--- src/rtl/insn_prefetch.sv ---
// Instruction prefetch buffer: issues credit-gated fetches to a one-cycle-latency
// instruction memory and queues {insn, pc} pairs for decode, flushing on redirect.
module insn_prefetch #(
    parameter int unsigned DEPTH    = 4,
    parameter logic [31:0] RESET_PC = 32'h0000_0000
) (
    input  logic        clk,
    input  logic        rst,
    output logic        imem_req,
    output logic [31:0] imem_addr,
    input  logic [31:0] imem_insn,
    input  logic        redirect_valid,
    input  logic [31:0] redirect_pc,
    output logic        insn_valid,
    output logic [31:0] insn_data,
    output logic [31:0] insn_pc,
    input  logic        insn_ready,
    output logic [15:0] fetch_count
);

    localparam int unsigned PtrW = (DEPTH > 1) ? $clog2(DEPTH) : 1;
    localparam int unsigned CntW = PtrW + 1;
    localparam logic [CntW:0] DepthC = DEPTH[CntW:0];

    logic [31:0]     pc_q, pc_d;
    logic [CntW-1:0] count_q, count_d;
    logic [PtrW-1:0] wr_ptr_q, wr_ptr_d;
    logic [PtrW-1:0] rd_ptr_q, rd_ptr_d;
    logic            inflight_q, inflight_d;
    logic [31:0]     inflight_pc_q, inflight_pc_d;
    logic [15:0]     fetch_count_q, fetch_count_d;

    logic [31:0]     insn_mem [DEPTH];
    logic [31:0]     pc_mem   [DEPTH];

    logic            push;
    logic            pop;
    logic [CntW:0]   credit_used;
    logic            unused_redirect_lsb;

    assign unused_redirect_lsb = ^redirect_pc[1:0];

    // Buffered entries plus the outstanding response must leave a free slot,
    // so a response always has somewhere to land.
    assign credit_used = {1'b0, count_q} + {{CntW{1'b0}}, inflight_q};
    assign imem_req    = !rst && !redirect_valid && (credit_used < DepthC);
    assign imem_addr   = pc_q;

    assign push = inflight_q && !redirect_valid;
    assign pop  = insn_valid && insn_ready && !redirect_valid;

    assign insn_valid  = (count_q != '0);
    assign insn_data   = insn_mem[rd_ptr_q];
    assign insn_pc     = pc_mem[rd_ptr_q];
    assign fetch_count = fetch_count_q;

    always_comb begin
        pc_d          = pc_q;
        count_d       = count_q;
        wr_ptr_d      = wr_ptr_q;
        rd_ptr_d      = rd_ptr_q;
        inflight_d    = 1'b0;
        inflight_pc_d = inflight_pc_q;
        fetch_count_d = fetch_count_q;

        if (redirect_valid) begin
            pc_d     = {redirect_pc[31:2], 2'b00};
            count_d  = '0;
            wr_ptr_d = '0;
            rd_ptr_d = '0;
        end else begin
            if (imem_req) begin
                pc_d          = pc_q + 32'd4;
                inflight_d    = 1'b1;
                inflight_pc_d = pc_q;
            end
            if (push) begin
                wr_ptr_d = wr_ptr_q + PtrW'(1);
            end
            if (pop) begin
                rd_ptr_d      = rd_ptr_q + PtrW'(1);
                fetch_count_d = fetch_count_q + 16'd1;
            end
            if (push && !pop) begin
                count_d = count_q + CntW'(1);
            end else if (pop && !push) begin
                count_d = count_q - CntW'(1);
            end
        end
    end

    always_ff @(posedge clk) begin
        if (rst) begin
            pc_q          <= RESET_PC;
            count_q       <= '0;
            wr_ptr_q      <= '0;
            rd_ptr_q      <= '0;
            inflight_q    <= 1'b0;
            inflight_pc_q <= '0;
            fetch_count_q <= '0;
        end else begin
            pc_q          <= pc_d;
            count_q       <= count_d;
            wr_ptr_q      <= wr_ptr_d;
            rd_ptr_q      <= rd_ptr_d;
            inflight_q    <= inflight_d;
            inflight_pc_q <= inflight_pc_d;
            fetch_count_q <= fetch_count_d;
        end
    end

    // Storage needs no reset; occupancy alone decides what is visible.
    always_ff @(posedge clk) begin
        if (!rst && push) begin
            insn_mem[wr_ptr_q] <= imem_insn;
            pc_mem[wr_ptr_q]   <= inflight_pc_q;
        end
    end

endmodule
--- config.mk ---
export PLATFORM = sky130hd
export DESIGN_NAME = insn_prefetch
export DESIGN_NICKNAME = d
export VERILOG_FILES = /design/src/rtl/insn_prefetch.sv
export SDC_FILE = /design/constraint.sdc
export NUM_CORES = 1
export LEC_CHECK = 0
export ABC_AREA = 1
export ABC_CLOCK_PERIOD_IN_PS = 4500
export CAP_MARGIN = 0
export CELL_PAD_IN_SITES_DETAIL_PLACEMENT = 0
export CELL_PAD_IN_SITES_GLOBAL_PLACEMENT = 1
export CORE_MARGIN = 8
export CORE_UTILIZATION = 40
export CTS_CLUSTER_DIAMETER = 80
export DETAILED_ROUTE_END_ITERATION = 7
export HOLD_SLACK_MARGIN = 0.03
export PLACE_DENSITY_LB_ADDON = 0.3
export RECOVER_POWER = 100
export SETUP_SLACK_MARGIN = 0.05
export SLEW_MARGIN = 20
export SYNTH_ARGS = -nofsm -noshare
export SYNTH_HDL_FRONTEND = slang
export SYNTH_SLANG_ARGS = --single-unit
--- constraint.sdc ---
create_clock -name clk -period 4.5 [get_ports clk]
set_input_delay 0.675 -clock clk [delete_from_list [all_inputs] [get_ports clk]]
set_output_delay 0.675 -clock clk [all_outputs]
set_load 0.005 [all_outputs]
==> reports/qor.csv <==
metric;value;unit
crit_type;in -> reg;
post_cts_buffers;0;
final_cell_mix;edfxtp_1, nor2_1, o21ai_0;
portBuffers;175;
ctsRootBufferMaster;clkbuf_16;
hold_slack;0.460;ns
finalSetupViolCount;0;
coreArea;33400;um2
mostFrequentLayoutCell;edfxtp_1;
critical_path.max_stage_delay;1.01;ns
fin_nets;1506;
cp_max_fo;20;
yosysSeqAreaShare;67.8;%
antenna_found_initial;0;
finalHoldViolations;0;
maxCapViolCount;2;
status;finished, violations left;
p_per_area;398;nW/um2
postCtsHoldBufs;0;
grt_max_degree;73;
grt_pass1_wl;51800;um
worst_ep_required_time;4.62;ns
htreeDepth;2;
period_minus_slack;3.75;ns
startpoint_type;primary input;
cts_buffers;37;
leakagePower;5.93;nW
fin_crit_sh;83.3;%
critical_path_depth;5;
ys_ff_latch;334;
clk_latency;0.51;ns
maxSlewViolCount;126;
clock.fmax;267;MHz
cts_buffer_depth;3;
syn-instance-count;1263;
clkTransAtPathRegs;0.06;ns
die_w;200;um
yosys.area.top_type;edfxtp_1;
dr.first_iter.drc_count;401;
fin_setup_tns;0;ns
skew;0.00834;ns
overflow;0;
hp-class;reg -> reg;
max_slew_margin;-28.1;%
synth-main-ff-cell;edfxtp_1;
cts_tree;built;
cp-end-kind;flip-flop;
crit_arrival;3.87;ns
synthArstFlopShare;0;%
worst-path-buf-inv;2;
avgRoutedWirePerCell;17.5;um
vias;9484;
grt_pass1_vias;9260;
wirelength;33300;um
synth.avg_cell_area;10.7;um2
cts_resized;0;
track_usage;16.5;%
layout-drive-gt1-share;5.56;%
drtAntennaViolNets;0;
first_pass_iters;5;
worst_pin_slew;1.92;ns
layout-area-overhead-vs-synth;24.3;%
ir_drop;0.215;mV
rsz0062_at_grt;false;
yosysWarnings;0;
cts_sinks;334;
p_total;6.68;mW
r2r_setup_slack;1.88;ns
synth-edff-count;248;
whs_path_depth;2;
die-area;39900;um2
route.detailed.drc;0;
pin_count;182;
violations;capacitance limit, slew limit;
synth_cell_type_count;41;
path_cells;dlygate4sd3_1, nor2_1, nand2_1, nor2_4, clkbuf_1;
via_per_inst;4.98;
yosys-top-cells-area;edfxtp_1, dfxtp_1, o21ai_0;
slowest_stage;clkbuf_1;
syn_area;13500;um2
dpl.hpwl;21100;um
place.gp.congestion;0.819;
fp.dieH;200;um
worstRegToRegCells;3;
start_util;40.4;%
critical_path.top_delay_family;buffers and inverters;
synth_top_cell_area_share;55.1;%
row_count;67;
-- routing by layer --
metal	up-vias	track usage [%]	part of all wire [%]
li1	4753	-	-
met1	4491	22.7	47
met2	209	26.4	45
met3	31	3.87	6.1
met4	0	3.43	1.3
met5	-	0	0
-- cell type report --
cell class | instances | area (um2)
multi-input combinational | 768 | 3660
clock buffer | 50 | 1040
fill | 2979 | 16600
inverter | 96 | 362
timing repair buffer | 193 | 1850
antenna | 1 | 2.50
tap | 448 | 561
sequential | 334 | 9170
clock inverter | 16 | 156
-- report_power, final --
part	total (mW)	switching, mW	internal [mW]
Clock	2.94	1.15	1.79
Combinational	0.323	0.177	0.146
Sequential	3.42	0.0579	3.36
Total	6.68	1.39	5.30
-- final timing paths --
path                                  from                        end
setup reg to reg     inflight_q$_SDFF_PP0_  insn_mem[2][21]$_DFFE_PP_
setup / recovery            redirect_valid  insn_mem[2][21]$_DFFE_PP_
hold reg to reg   rd_ptr_q[1]$_SDFFE_PP0P_                  flip-flop
hold / removal    rd_ptr_q[1]$_SDFFE_PP0P_                  flip-flop
-- logic make-up after synthesis --
| kind of cell | share of synthesized area, % |
|---|---|
| xor+xnor | 0.194 |
| compound gates | 11.7 |
| buf+inv | 5.06 |
| fa+ha+maj | 0.796 |
| simple gates | 14.4 |
| flops | 67.8 |
| other cells | 0.0277 |
-- cells in the mapped netlist, types with 2 or more instances --
master / n
inv_1: 89
a211oi_1: 10
a21oi_1: 39
nand3_1: 53
nor3b_1: 3
inv_2: 5
nand4_1: 10
nand2_1: 147
a31oi_1: 5
xor2_1: 3
edfxtp_1: 248
buf_6: 4
o211ai_1: 3
clkinv_1: 2
nor3_1: 19
dfxtp_1: 86
buf_4: 4
o21ai_1: 2
ha_1: 7
o22ai_1: 63
nor2_2: 6
nor2_1: 215
buf_2: 19
o21ai_0: 164
a22oi_1: 2
clkbuf_1: 40
-- stage by stage --
step                utilization (%)  cells  setup slack [ns]  instance area [um2]
CTS                            50.7   1905              1.04                17000
floorplan                         -   1266             0.340                13500
global route                   50.2   1905             0.554                16800
global placement               47.1   1839              1.19                15800
detailed placement             47.1   1839              1.18                15800
finish                         50.2   1906             0.751                16800
-- worst min-delay path, cell delays in order (launching register included) --
cell     delay (ns)
dfxtp_1        0.30
inv_1          0.05
a21oi_1        0.07
-- sequential cells by signal, indices dropped and copies added, names as in the netlist, named ones only --
| register | flops |
|---|---|
| wr_ptr_q | 2 |
| inflight_q | 1 |
| imem_addr | 30 |
| insn_mem | 128 |
| fetch_count | 16 |
| pc_mem | 120 |
| count_q | 3 |
| inflight_pc_q | 30 |
| rd_ptr_q | 2 |
Power figures use the tool's default switching activity.
